$ cat config.mk
export PLATFORM = sky130hd
export DESIGN_NAME = result_stream_reader
export DESIGN_NICKNAME = d
export VERILOG_FILES = /design/src/rtl/result_stream_reader.sv
export SDC_FILE = /design/constraint.sdc
export NUM_CORES = 1
export LEC_CHECK = 0
export CAP_MARGIN = 40
export CORE_ASPECT_RATIO = 0.75
export CORE_MARGIN = 2
export CORE_UTILIZATION = 51
export CTS_CLUSTER_SIZE = 40
export DETAILED_ROUTE_END_ITERATION = 7
export GPL_TIMING_DRIVEN = 0
export PLACE_DENSITY = 0.84
export REMOVE_ABC_BUFFERS = 1
export SLEW_MARGIN = 30
export SYNTH_ARGS = -nofsm -noshare
export SYNTH_HDL_FRONTEND = slang
export SYNTH_SLANG_ARGS = --single-unit
$ cat constraint.sdc
create_clock -name clock -period 3.3 [get_ports clock]
set_input_delay 0.33 -clock clock [delete_from_list [all_inputs] [get_ports clock]]
set_output_delay 0.33 -clock clock [all_outputs]
set_load 0.01 [all_outputs]
$ cat src/rtl/result_stream_reader.sv
// result_stream_reader: sweeps a region of the wide data memory and streams each word out lane by lane.
module result_stream_reader #(
  parameter int MEM_WIDTH  = 12,
  parameter int CORE_COUNT = 3,
  parameter int MEM_ADDR   = 11
) (
  input  logic                            clock,
  input  logic                            reset,
  input  logic                            start,
  input  logic [MEM_ADDR-1:0]             baseAddr,
  input  logic [MEM_ADDR:0]               wordCount,
  output logic [MEM_ADDR-1:0]             memAddr,
  input  logic [MEM_WIDTH*CORE_COUNT-1:0] memDataIn,
  output logic [MEM_WIDTH-1:0]            outData,
  output logic                            outValid,
  input  logic                            outReady,
  output logic                            outLast,
  output logic                            busy,
  output logic                            done
);
  localparam int LW = CORE_COUNT > 1 ? $clog2(CORE_COUNT) : 1;
  typedef enum logic [2:0] {IDLE, READ, CAPTURE, SEND, FINISH} state_t;
  state_t state, stateNext;
  logic [MEM_ADDR-1:0] base;
  logic [MEM_ADDR:0] count, idx;
  logic [LW-1:0] lane;
  logic [MEM_WIDTH*CORE_COUNT-1:0] word;
  logic lastLane, lastWord, xfer;
  assign lastLane = lane == LW'(CORE_COUNT - 1);
  assign lastWord = idx == count - (MEM_ADDR+1)'(1);
  assign outValid = state == SEND;
  assign busy = state != IDLE;
  assign done = state == FINISH;
  assign xfer = outValid && outReady;
  assign outLast = outValid && lastWord && lastLane;
  assign outData = outValid ? word[lane*MEM_WIDTH +: MEM_WIDTH] : '0;
  // index never exceeds count-1, so its low bits give the wrapped offset
  assign memAddr = busy ? base + idx[MEM_ADDR-1:0] : '0;
  always_ff @(posedge clock)
    if (reset) state <= IDLE;
    else state <= stateNext;
  always_comb begin
    stateNext = IDLE;
    case (state)
      IDLE:    stateNext = !start ? IDLE : wordCount == '0 ? FINISH : READ;
      READ:    stateNext = CAPTURE;
      CAPTURE: stateNext = SEND;
      SEND:    stateNext = !xfer || !lastLane ? SEND : lastWord ? FINISH : READ;
      default: stateNext = IDLE;
    endcase
  end
  always_ff @(posedge clock)
    if (reset) begin
      base <= '0;
      count <= '0;
      idx <= '0;
      lane <= '0;
      word <= '0;
    end else begin
      if (state == IDLE && start) begin
        base <= baseAddr;
        count <= wordCount;
        idx <= '0;
      end
      if (state == CAPTURE) begin
        word <= memDataIn;
        lane <= '0;
      end
      if (xfer && !lastLane) lane <= lane + LW'(1);
      if (xfer && lastLane && !lastWord) idx <= idx + (MEM_ADDR+1)'(1);
    end
endmodule

### Word-level counts from Yosys, hierarchy flattened

Cells that the tools add are included.

| word-level totals | value |
|---|---|
| bits in registers | 76 |
| output and inout bits | 27 |
| logic and storage cells | 45 |

| cells by class | value |
|---|---|
| add/subtract/negate cells | 4 |
| $mul | 1 |
| equal/unequal tests | 6 |
| shift-type cells | 1 |
| muxes and demuxes | 11 |
| reductions and logical operators | 16 |

Operators by type and width:

| kind | number |
|---|---|
| $mux 12 | 3 |
| $shiftx 36x7->12 | 1 |
| $add 12x1->12 const B | 1 |
| $eq 12x12->1 | 1 |
| $logic_not 12->1 | 1 |
| $mux 3 | 4 |
| $pmux 3 s4 | 1 |
| $sub 12x1->12 const B | 1 |
| $add 11x11->11 | 1 |
| $mux 11 | 1 |
| $logic_and 1x1->1 | 7 |
| $eq 3x2->1 const B | 2 |
| $mul 2x2->4 const B | 1 |
| $mux 2 | 2 |
| $reduce_bool 2->1 | 2 |
| $eq 3x1->1 const B | 1 |
| $eq 3x3->1 const B | 1 |
| $logic_not 1->1 | 3 |
| $logic_not 3->1 | 1 |
| $reduce_bool 3->1 | 1 |
| $add 2x1->2 const B | 1 |
| $eq 2x2->1 const B | 1 |
| $logic_or 1x1->1 | 1 |

### Depth between registers and ports, before layout

| depth | value |
|---|---|
| word-level depth | 6 |
| depth in mapped cells | 12 |
| depth with buffers taken out | 10 |

### Least setup slack after synthesis

Ideal clock, no wire load.

| timing | value |
|---|---|
| kind | register to register |
| from | reg count[2] |
| to | reg state[0] |
| setup time | 0.117 ns |
| arrival time | 2.566 ns |
| required time | 3.183 ns |
| path slack | 0.617 ns |
| cell stages (with the launch flop) | 7 |
| path buffers | 0 |
| period minus slack after synthesis | 2.683 ns |
| path through | dfxtp_1 -> or3_1 -> or4_4 -> a2111oi_4 -> o2111ai_2 -> or4b_1 -> a32o_1 |

| on the way | value |
|---|---|
| longest elaborated chain between the ends | 5 |

Ends and longest elaborated chain:

| element | line | source |
|---|---|---|
| start, declared | 25 | `logic [MEM_ADDR:0] count, idx;` |
| start signal, assigned | 62 | `count <= wordCount;` |
| $sub 12x1->12 | 30 | `assign lastWord = idx == count - (MEM_ADDR+1)'(1);` |
| $eq 12x12->1 | 30 |  |
| $mux 3 (2 in a row) | 48 | `SEND: stateNext = !xfer \|\| !lastLane ? SEND : lastWord ? FINISH : READ;` |
| $pmux 3 s4 | 44 | `case (state)` |
| end signal, assigned | 41 | `else state <= stateNext;` |
| end, declared | 23 | `state_t state, stateNext;` |

Every way passes these cells.
A chain may end at the register's enable or synchronous reset.

### Final worst setup path

| timing | value |
|---|---|
| from | reg count[2] |
| to | out outLast |

| on the way | value |
|---|---|
| longest elaborated chain between the ends | 4 |

Ends and longest elaborated chain:

| element | line | source |
|---|---|---|
| $sub 12x1->12 | 30 |  |
| $eq 12x12->1 | 30 |  |
| $logic_and 1x1->1 (2 in a row) | 35 | `assign outLast = outValid && lastWord && lastLane;` |
| end, declared | 17 | `output logic outLast,` |

Every way passes these cells.

==> summary.txt <==
Run status
  • Outcome: complete, no violations

Flow run
  • Max-cap violations: 0

Placed design
  • Gp weighted congestion: 0.8504
  • HPWL after DPL: roughly 7.5 mm
  • Number of buffers added on ports: 89
  • Placement Cell Area: 5166 um2

Timing
  • Worst-Margin Slew: 777.8 ps
  • Tcrit/Tclk final: slightly above 90%
  • Post-Route Skew: 11.74 ps
  • Final setup fails: 0
  • Final Hold Vio Count: 0
  • Max frequency: 324.4 MHz
  • Final Critical Period: roughly 3000 ps
  • Slew HR: between 40% and 50%
  • RSZ-0062 raised after global routing: no
  • Final Slew Violations: 0

Critical path
  • Slowest CP cell: or4_4
  • Worst path arrival time: 2750 ps
  • Worst Path Class, Setup: reg2out
  • CP max FO: 8
  • Crit-path max cell delay: 500 ps
  • Critical path data required time: 2970 ps
  • Crit. End Element: output port
  • Cells along the critical path: or3_1, or4_4, a2111oi_4, nand2_1, nor4_1, and3_1, dlygate4sd2_1
  • R2R Setup Slk: 350 ps
  • Setup crit start kind: flip-flop

Detailed routing
  • DRT iter0 DRCs: 257
  • DR vias: 4017
  • Drt drc: 0
  • Routed WL per cell: 14.35 um
  • Post-route ant nets: 0
  • Vias per inst: between 5 and 6
  • Drt total wl: 10.43 mm
  • Drt first pass iters: 5

Power and ir drop
  • Peak supply drop: 0.0002339 V
  • Switching share of power: 29.03%
  • Clock power share: around 34%
  • Internal cell power: ~1500 uW
  • Psw: 633.2 uW
  • Comb power frac: 19.5%
  • Power Dens Cells: 403.9 nW/um2
  • Sequential share of power: 46.6%
  • Pleak: 0.001929 uW
  • Total Power: approximately 2200 uW

Synth
  • Top cell type's share of synthesized area: 36.15%
  • Main synth FF type: dfxtp_1
  • Synth area leader: dfxtp_1
  • Synth unique cells: 49
  • Mapped Area: between 4000 and 5000 um2
  • Synth area leaders: dfxtp_1, nand2_1, a21oi_1, ha_1, mux2i_1
  • Mean Syn Cell Area: just under 8 um2
  • Sequential element share of the synthesized area: 36.15%
  • Number of flops mapped to enable cells by yosys: 0
  • Ys Warns: 0
  • Yosys reg bits: between 70 and 80
  • Synthesized instance count: 545
  • Ys async rst share: 0%

CTS
  • # H-tree levels: 3
  • Clock edge transition at the registers on the reported setup and hold paths: 90 ps
  • Worst skew pair latency: between 300 and 400 ps
  • Postcts setup bufs: 0
  • Clk sinks: 76
  • CTS root buf: clkbuf_8
  • Longest Clk Path Bufs: 2
  • CTS tree: yes
  • CTS buffer count: 9

Final layout
  • N_diodes: 0
  • Fin area: 5401 um2
  • Layout area overhead: 28.33%
  • Fraction of final layout cells sized beyond drive strength 1: 9.164%
  • Post-layout net count: 694

Die
  • Die Y: 82.68 um
  • Die area: ~9000 um2
  • Core ar.: 7953 um2
  • Die X: 108.9 um
  • Boundary pin count: 90
  • Std cell rows: 28
  • Starting density of the core: 52.93%

Global routing
  • Vias in the first global route: about 3700
  • Initial antenna violation count: 0
  • Largest net degree at the start of global routing: 61
  • First-pass GRT wire length: ~17 mm
  • Gr usage total: 23.68%
  • Total gr overflow: 0

Hold path
  • Type of the worst min-delay path: in2reg
-- cell type report --
class / count / area (um2)
Fill cell: 638 / 2551
Multi-Input combinational cell: 425 / 2519
Sequential cell: 76 / 1526
Timing Repair Buffer: 97 / 987.2
Clock buffer: 10 / 137.6
Tap cell: 105 / 131.4
Clock inverter: 6 / 70.07
Inverter: 8 / 30.03
-- Yosys cell counts (all sizes together), types with 4 or more instances --
cell,number
a21oi,69
inv,8
xor2,9
nand3,15
nor4,6
xnor2,14
dfxtp,76
o31ai,6
nor3,9
clkbuf,32
o22ai,14
or3b,9
a21o,4
o21ai,8
mux2i,13
and2,17
a31oi,7
ha,13
o21a,5
nand2b,6
and3,8
nor2,21
nor2b,4
buf,4
nand2,139
-- power groups by stage --
stage	clock, uW	combinational (uW)	sequential, uW
4_1_cts	751	425	1020
5_1_grt	790	470	1020
3_5_place_dp	0	423	1040
3_3_place_gp	0	396	1030
6_report	739	425	1020
2_1_floorplan	0	237	1020
-- worst paths after layout --
| kind | cells past startpoint | startpoint | end |
|---|---|---|---|
| worst max-delay path | 7 | count[2]$_SDFFE_PP0P_ | outLast |
| worst min-delay path | 2 | reset | idx[3]$_SDFFE_PP0P_ |
| worst max register to register | 8 | count[2]$_SDFFE_PP0P_ | idx[9]$_SDFFE_PP0P_ |
| worst min register to register | 2 | word[28]$_SDFFE_PP0P_ | word[28]$_SDFFE_PP0P_ |
-- critical path, delay by kind of cell, from the launching register on --
family / cells / cell delay, ps
flops: 1 / 380
compound gates: 1 / 360
buf+inv: 1 / 290
simple gates: 5 / 1390
-- metal layers --
| layer | up-vias | routed length [um] | share of wire (%) | global-route usage [%] |
|---|---|---|---|---|
| li1 | 2016 | - | - | - |
| met1 | 1890 | 4880 | 47 | 31.42 |
| met2 | 101 | 4934 | 47 | 38.82 |
| met3 | 10 | 513 | 4.9 | 4.788 |
| met4 | 0 | 102 | 0.98 | 7.821 |
| met5 | - | 0 | 0 | 0 |
-- state kept, by name (all words and copies together) (netlist names) --
register / count
count: 12
lane: 2
word: 36
state: 3
idx: 12
base: 11
-- logic make-up after synthesis --
group | Yosys count | share of synthesized area, %
mux | 13 | 3.091
buf+inv | 44 | 4.518
compound gates | 122 | 18.01
xor+xnor | 23 | 4.786
flops | 76 | 36.15
fa+ha+maj | 14 | 4.340
simple gates | 253 | 29.10
-- cell usage in the layout, fill, tap and decap left out, types with 9 or more instances in the layout --
cell,synthesis,routed
clkdlybuf4s50_1,0,85
nand2_1,139,138
dfxtp_1,76,74
xor2_1,9,9
clkbuf_8,0,10
mux2i_1,13,13
ha_1,13,12
o22ai_1,14,14
a21oi_1,65,64
and2_1,17,17
nand3_1,11,11
nor2_1,21,21
or3b_2,9,9
xnor2_1,14,14
-- stage by stage --
stage | std cells | hold WS [ps] | utilization, % | setup WS [ps] | TNS, ps
2_1_floorplan | 509 | 392.4 | - | 442.9 | 0
3_3_place_gp | 703 | 442.1 | 63.77 | -486.8 | -18440
3_5_place_dp | 710 | 447.3 | 64.96 | 217.2 | 0
4_1_cts | 726 | 296.7 | 67.62 | 36.72 | 0
5_1_grt | 727 | 320.0 | 67.92 | 6.452 | 0
6_report | 727 | 310.0 | 67.92 | 217.3 | 0
-- repair_timing --
action,in CTS,in global routing
endpoints found under the setup margin,3,2
pin swaps,1,1
resized for setup,4,5
hold buffers,0,0
Note: power is estimated with default switching activity, not from simulation.
